==> config.mk <==
export PLATFORM = sky130hd
export DESIGN_NAME = lfo_wavegen_hd
export DESIGN_NICKNAME = d
export VERILOG_FILES = /design/src/rtl/lfo_wavegen_hd.sv
export SDC_FILE = /design/constraint.sdc
export NUM_CORES = 1
export LEC_CHECK = 0
export BUFFER_PORTS_ARGS = -buffer_cell sky130_fd_sc_hd__buf_2
export CAP_MARGIN = 20
export CORE_ASPECT_RATIO = 0.7
export CORE_UTILIZATION = 25
export DETAILED_ROUTE_END_ITERATION = 16
export GPL_TIMING_DRIVEN = 0
export PLACE_DENSITY = 0.48
export SLEW_MARGIN = 30
export SYNTH_ARGS = -nofsm -noshare
export SYNTH_HDL_FRONTEND = slang
export SYNTH_SLANG_ARGS = --single-unit
export TNS_END_PERCENT = 1
==> constraint.sdc <==
create_clock -name clk -period 7.6 [get_ports clk]
set_clock_uncertainty 0.2 [all_clocks]
set_input_delay 0.38 -clock clk [delete_from_list [all_inputs] [get_ports clk]]
set_output_delay 0.38 -clock clk [all_outputs]
set_load 0.02 [all_outputs]
==> src/rtl/lfo_wavegen_hd.sv <==
// Low-frequency oscillator: phase accumulator feeding a sine/triangle/saw/square
// sample pipeline. Define LFO_DEPTH_EN to add a DEPTH input and a scaling stage.
module lfo_wavegen_hd #(
    parameter int OUT_W      = 10,
    parameter int PHASE_W    = 32,
    parameter int LUT_ADDR_W = 6,
    parameter int TICK_DIV   = 223
) (
    input  logic               clk,
    input  logic               rst_n,
    input  logic               en,
    input  logic               freq_we,
    input  logic [PHASE_W-1:0] freq,
    input  logic               phase_rst,
    input  logic [1:0]         mode,
`ifdef LFO_DEPTH_EN
    input  logic [7:0]         depth,
`endif
    output logic [OUT_W-1:0]   sample,
    output logic               valid
);
    localparam int MID   = 2 ** (OUT_W - 1);
    localparam int AMP   = MID - 1;
    localparam int Q     = 2 ** LUT_ADDR_W;
    localparam int SW    = OUT_W + 1;
    localparam int PW    = LUT_ADDR_W + 2;
    localparam int CNT_W = $clog2(TICK_DIV);

    localparam logic [CNT_W-1:0]      CNT_LAST = CNT_W'(TICK_DIV - 1);
    localparam logic signed [SW-1:0]  MID_S    = SW'(MID);
    localparam logic signed [SW-1:0]  AMP_S    = SW'(AMP);
    localparam logic [LUT_ADDR_W:0]   Q_LUT    = (LUT_ADDR_W + 1)'(Q);
    localparam logic [OUT_W-1:0]      TRI_Q    = OUT_W'(MID);

    // Quarter-wave table round(511*sin(pi*k/128)); its size ties it to OUT_W=10, LUT_ADDR_W=6.
    localparam int SINE_TABLE [0:Q] = '{
          0,  13,  25,  38,  50,  63,  75,  87, 100, 112,
        124, 136, 148, 160, 172, 184, 196, 207, 218, 230,
        241, 252, 263, 273, 284, 294, 304, 314, 324, 334,
        343, 352, 361, 370, 379, 387, 395, 403, 410, 418,
        425, 432, 438, 445, 451, 456, 462, 467, 472, 477,
        481, 485, 489, 492, 496, 499, 501, 503, 505, 507,
        509, 510, 510, 511, 511
    };

    typedef enum logic [1:0] {
        WAVE_SINE   = 2'd0,
        WAVE_TRI    = 2'd1,
        WAVE_SAW    = 2'd2,
        WAVE_SQUARE = 2'd3
    } wave_t;

    logic [CNT_W-1:0]   count;
    logic               tick;
    logic [PHASE_W-1:0] inc;
    logic [PHASE_W-1:0] phase;

    assign tick = en && (count == CNT_LAST);

    always_ff @(posedge clk or negedge rst_n) begin
        if (!rst_n) begin
            count <= '0;
        end else if (en) begin
            count <= tick ? '0 : count + CNT_W'(1);
        end
    end

    // A load coinciding with a tick is seen only by the following tick.
    always_ff @(posedge clk or negedge rst_n) begin
        if (!rst_n) begin
            inc <= '0;
        end else if (freq_we) begin
            inc <= freq;
        end
    end

    always_ff @(posedge clk or negedge rst_n) begin
        if (!rst_n) begin
            phase <= '0;
        end else if (phase_rst) begin
            phase <= '0;
        end else if (tick) begin
            phase <= phase + inc;
        end
    end

    logic [PW-1:0]         sin_p;
    logic [1:0]            sin_quad;
    logic [LUT_ADDR_W-1:0] sin_off;
    logic [LUT_ADDR_W:0]   sin_addr;

    assign sin_p    = phase[PHASE_W-1 -: PW];
    assign sin_quad = sin_p[PW-1 -: 2];
    assign sin_off  = sin_p[LUT_ADDR_W-1:0];
    assign sin_addr = sin_quad[0] ? (Q_LUT - (LUT_ADDR_W + 1)'(sin_off))
                                  : (LUT_ADDR_W + 1)'(sin_off);

    logic [OUT_W:0]   tri_t;
    logic [1:0]       tri_quad;
    logic [OUT_W-2:0] tri_off;
    logic [OUT_W-1:0] tri_idx;
    logic [OUT_W-1:0] tri_mag;
    logic [OUT_W-1:0] tri_val;
    logic [OUT_W-1:0] saw_val;
    logic [OUT_W-1:0] sq_val;
    logic [OUT_W-1:0] raw_val;

    assign tri_t    = phase[PHASE_W-1 -: OUT_W + 1];
    assign tri_quad = tri_t[OUT_W -: 2];
    assign tri_off  = tri_t[OUT_W-2:0];
    assign tri_idx  = tri_quad[0] ? (TRI_Q - OUT_W'(tri_off)) : OUT_W'(tri_off);
    // Linear quarter table: round(AMP * idx / MID), so idx == MID lands exactly on AMP.
    assign tri_mag  = OUT_W'(((2 * OUT_W)'(tri_idx) * (2 * OUT_W)'(AMP)
                              + (2 * OUT_W)'(MID / 2)) >> (OUT_W - 1));
    assign tri_val  = OUT_W'(tri_quad[1] ? (MID_S - $signed({1'b0, tri_mag}))
                                         : (MID_S + $signed({1'b0, tri_mag})));
    assign saw_val  = phase[PHASE_W-1 -: OUT_W];
    assign sq_val   = OUT_W'(phase[PHASE_W-1] ? (MID_S - AMP_S) : (MID_S + AMP_S));

    always_comb begin
        raw_val = saw_val;
        case (wave_t'(mode))
            WAVE_TRI:    raw_val = tri_val;
            WAVE_SQUARE: raw_val = sq_val;
            default:     raw_val = saw_val;
        endcase
    end

    logic                s1_valid;
    wave_t               s1_mode;
    logic                s1_neg;
    logic [LUT_ADDR_W:0] s1_addr;
    logic [OUT_W-1:0]    s1_raw;
`ifdef LFO_DEPTH_EN
    logic [7:0]          s1_depth;
`endif

    // Stage 1 captures the pre-update phase view and mode at the tick; frozen while en is low.
    always_ff @(posedge clk or negedge rst_n) begin
        if (!rst_n) begin
            s1_valid <= 1'b0;
            s1_mode  <= WAVE_SINE;
            s1_neg   <= 1'b0;
            s1_addr  <= '0;
            s1_raw   <= '0;
`ifdef LFO_DEPTH_EN
            s1_depth <= '0;
`endif
        end else if (en) begin
            s1_valid <= tick;
            if (tick) begin
                s1_mode  <= wave_t'(mode);
                s1_neg   <= sin_quad[1];
                s1_addr  <= sin_addr;
                s1_raw   <= raw_val;
`ifdef LFO_DEPTH_EN
                s1_depth <= depth;
`endif
            end
        end
    end

    logic signed [SW-1:0] lut_mag;
    logic [OUT_W-1:0]     wave_val;

    assign lut_mag  = SW'(SINE_TABLE[s1_addr]);
    assign wave_val = (s1_mode == WAVE_SINE)
                    ? OUT_W'(s1_neg ? (MID_S - lut_mag) : (MID_S + lut_mag))
                    : s1_raw;

`ifdef LFO_DEPTH_EN
    logic                 s2_valid;
    logic [OUT_W-1:0]     s2_val;
    logic [7:0]           s2_depth;
    logic signed [SW-1:0] diff;
    logic signed [SW+8:0] prod;
    logic [OUT_W-1:0]     depth_val;

    always_ff @(posedge clk or negedge rst_n) begin
        if (!rst_n) begin
            s2_valid <= 1'b0;
            s2_val   <= OUT_W'(MID);
            s2_depth <= '0;
        end else if (en) begin
            s2_valid <= s1_valid;
            if (s1_valid) begin
                s2_val   <= wave_val;
                s2_depth <= s1_depth;
            end
        end
    end

    assign diff      = $signed({1'b0, s2_val}) - MID_S;
    assign prod      = diff * $signed({1'b0, s2_depth});
    assign depth_val = OUT_W'(MID_S + SW'(prod >>> 8));

    always_ff @(posedge clk or negedge rst_n) begin
        if (!rst_n) begin
            sample <= OUT_W'(MID);
            valid  <= 1'b0;
        end else begin
            valid <= en && s2_valid;
            if (en && s2_valid) begin
                sample <= depth_val;
            end
        end
    end
`else
    always_ff @(posedge clk or negedge rst_n) begin
        if (!rst_n) begin
            sample <= OUT_W'(MID);
            valid  <= 1'b0;
        end else begin
            valid <= en && s1_valid;
            if (en && s1_valid) begin
                sample <= wave_val;
            end
        end
    end
`endif

endmodule
==> metrics.cfg <==
[routing]
post_drt_wl_per_cell_um=15.2
ant_nets=0
drc=0
drtPass1Iterations=4
via_per_inst=4.67
wirelength_mm=24.1
initialDrtViolationCount=536
vias=7404

[worst_hold_path]
hold_path_class=input port to flop
min-delay-start=freq[6]
min_path_cells=2

[final_layout]
num_antenna_cells=0
multi_input_area_um2=6300
nFillCells=3879
drive_gt1_share_pct=15.6
ff_latch_area_um2=2610
fin_nets=1277
syn_to_final_growth_pct=14.9

[timing]
hold_viol=0
period_needed_ns=7.18
whs_ns=0.0363
fmaxAchievable_mhz=139
setup_violations=0
drv_slew=0
worst_pin_slew_ns=0.780
fin_ws_ns=0.418
timing.slew.headroom_pct=48.0
finalCritPeriodShare_pct=94.5

[place]
dp_hpwl_mm=18.8
post-place-ws_ns=-0.254
io_buffer_count=47
place_congestion=0.874

[power_and_ir_drop]
irDropWorstVdd_v=0.0000996
leakagePower_uw=0.00508
p_per_area_nw_per_um2=117

[worst_setup_path]
r2r_setup_slack_ns=0.42
ff2ff_path_depth=29
crit_slowest_cell=fa_1
rr_startpoint=phase[24]
cp_max_fo=5
cp.depth=29
path_buf_inv=4
crit_family=adder cells
worst_ep_arrival_time_ns=7.23
cpPeakStageDelay_ns=0.55
cp-end-kind=flop
worst_path_most_repeated_cell=fa_1
crit_required_ns=7.65
crit_path_start=phase[24]
critical_path.startpoint_type=flop
path_class=flop to flop

[yosys]
synth_largest_area_cell=dfrtp_1
async_flop_share_pct=100
synth_most_common_cell=nand2_1
yosys_most_used_dff=dfrtp_1
synth_edf_count=0
netlist_area_um2=9270
syn_area_per_cell_um2=8.99
syn-num-nets=1207
yosysWarnings=0
synth_top_cell_area_share_pct=27.8
yosysSeqAreaShare_pct=28.1
synth_area_leaders=dfrtp_1 28%, ha_1 14%, fa_1 7.8%, nand2_1 4.8%, mux2_2 4.3%
synthCells=1031
synth_common_cells=119 x nand2_1, 103 x dfrtp_1, 101 x ha_1, 80 x inv_1, 75 x a21oi_1
synth-seq-cells=104
synth.distinct_cells=75

[floorplanning]
rows=58
ios=50
dieHeight_um=163
core_area_um2=36200
start_util_pct=25.6
dieArea_um2=37900
die_x_um=232

[global_route]
grt_max_degree=83
track_usage_pct=13.3
antenna_found_initial=0
grt_pass1_wl_mm=39.9
gr-total-overflow=0
grt_pass1_vias=7255

[clock_network]
clk_path_buf_depth=2
cts.reportedPaths.clkPinSlew_ns=0.08
cts_tree=done
clk-insertion-delay-late_ns=0.37
cts_made_buffers=9
cts_htree_levels=3
cts-root-buf=clkbuf_16
clock_sinks=104

[job]
cap_violations=0

[run_status]
status=finished, final reports clean

cell families after synthesis:
logic type / after synthesis / share of synthesized area, %
fa+ha+maj: 138 / 21.5
compound gates: 257 / 18.2
buf+inv: 124 / 5.30
mux: 44 / 5.49
flops: 104 / 28.1
xor+xnor: 75 / 7.09
simple gates: 289 / 14.4
sequential cells by signal, summed over array words and instances (netlist names):
register and flops:
inc 32, sample 10, s1_mode 2, phase 32, s1_addr 7, s1_valid 1, count 8, valid 1
s1_raw 10, s1_neg 1
per-layer routing:
| metal | global-route usage, % | vias up | share of wire (%) |
|---|---|---|---|
| li1 | - | 3733 | - |
| met1 | 21.1 | 3545 | 57 |
| met2 | 18.2 | 114 | 39 |
| met3 | 2.34 | 12 | 3.5 |
| met4 | 2.45 | 0 | 0.62 |
| met5 | 0 | - | 0 |
layout by cell type, fill, tap and decap left out, drive strengths merged, types with 35 or more instances in the layout:
master  instances
a21oi          75
buf            73
clkbuf         38
dfrtp         103
fa             36
ha            101
inv            82
mux2           35
nand2         119
nor2           73
o21ai          63
xnor2          45
final cells by class:
cell class / instances / area share, %
Multi-Input combinational cell: 803 / 59.2
Sequential cell: 104 / 24.5
Tap cell: 480 / 5.64
Timing Repair Buffer: 60 / 3.43
Inverter: 81 / 2.88
Clock buffer: 10 / 2.15
Buffer: 42 / 1.74
Clock inverter: 6 / 0.493
final timing paths:
check	to
worst max-delay path	s1_raw[8]
worst min-delay path	inc[6]
worst max register to register	s1_raw[8]
worst min register to register	sample[5]
max in group asynchronous	phase[21]
min in group asynchronous	sample[3]
worst reg2reg max path, delay by kind of cell (launching register included):
family	cells	cell delay (ns)
flops	1	0.46
xor+xnor	3	0.43
fa+ha+maj	8	3.00
simple gates	8	1.24
mux	1	0.29
compound gates	5	1.17
buf+inv	4	0.28
where the power goes:
| group | internal [µW] | leakage, µW | switching, µW | total (µW) |
|---|---|---|---|---|
| clock network | 227 | 0.000131 | 234 | 461 |
| logic | 71.5 | 0.00361 | 88.4 | 160 |
| registers | 589 | 0.00133 | 33.8 | 623 |
| total | 888 | 0.00508 | 356 | 1240 |
metrics by stage:
step	setup TNS [ns]	std cells	utilization [%]	total power (µW)	cell area [µm²]
after detailed placement	-0.629	1559	28.0	795	10100
after floorplan	0	1031	-	734	9270
after global placement	-0.477	1558	27.9	789	10100
after global routing	-0.00897	1586	29.4	1310	10700
after CTS	0	1576	28.9	1270	10500
final	0	1586	29.4	1240	10700
repair_timing:
| action | in CTS | in global routing |
|---|---|---|
| hold endpoints to repair | 22 | 0 |
| pin swaps | 0 | 6 |
| endpoints found under the setup margin | 3 | 3 |
| hold buffers | 1 | 0 |
| gates resized for setup | 9 | 31 |
| buffers inserted | 0 | 11 |
Note: power is estimated with default switching activity, not from simulation.
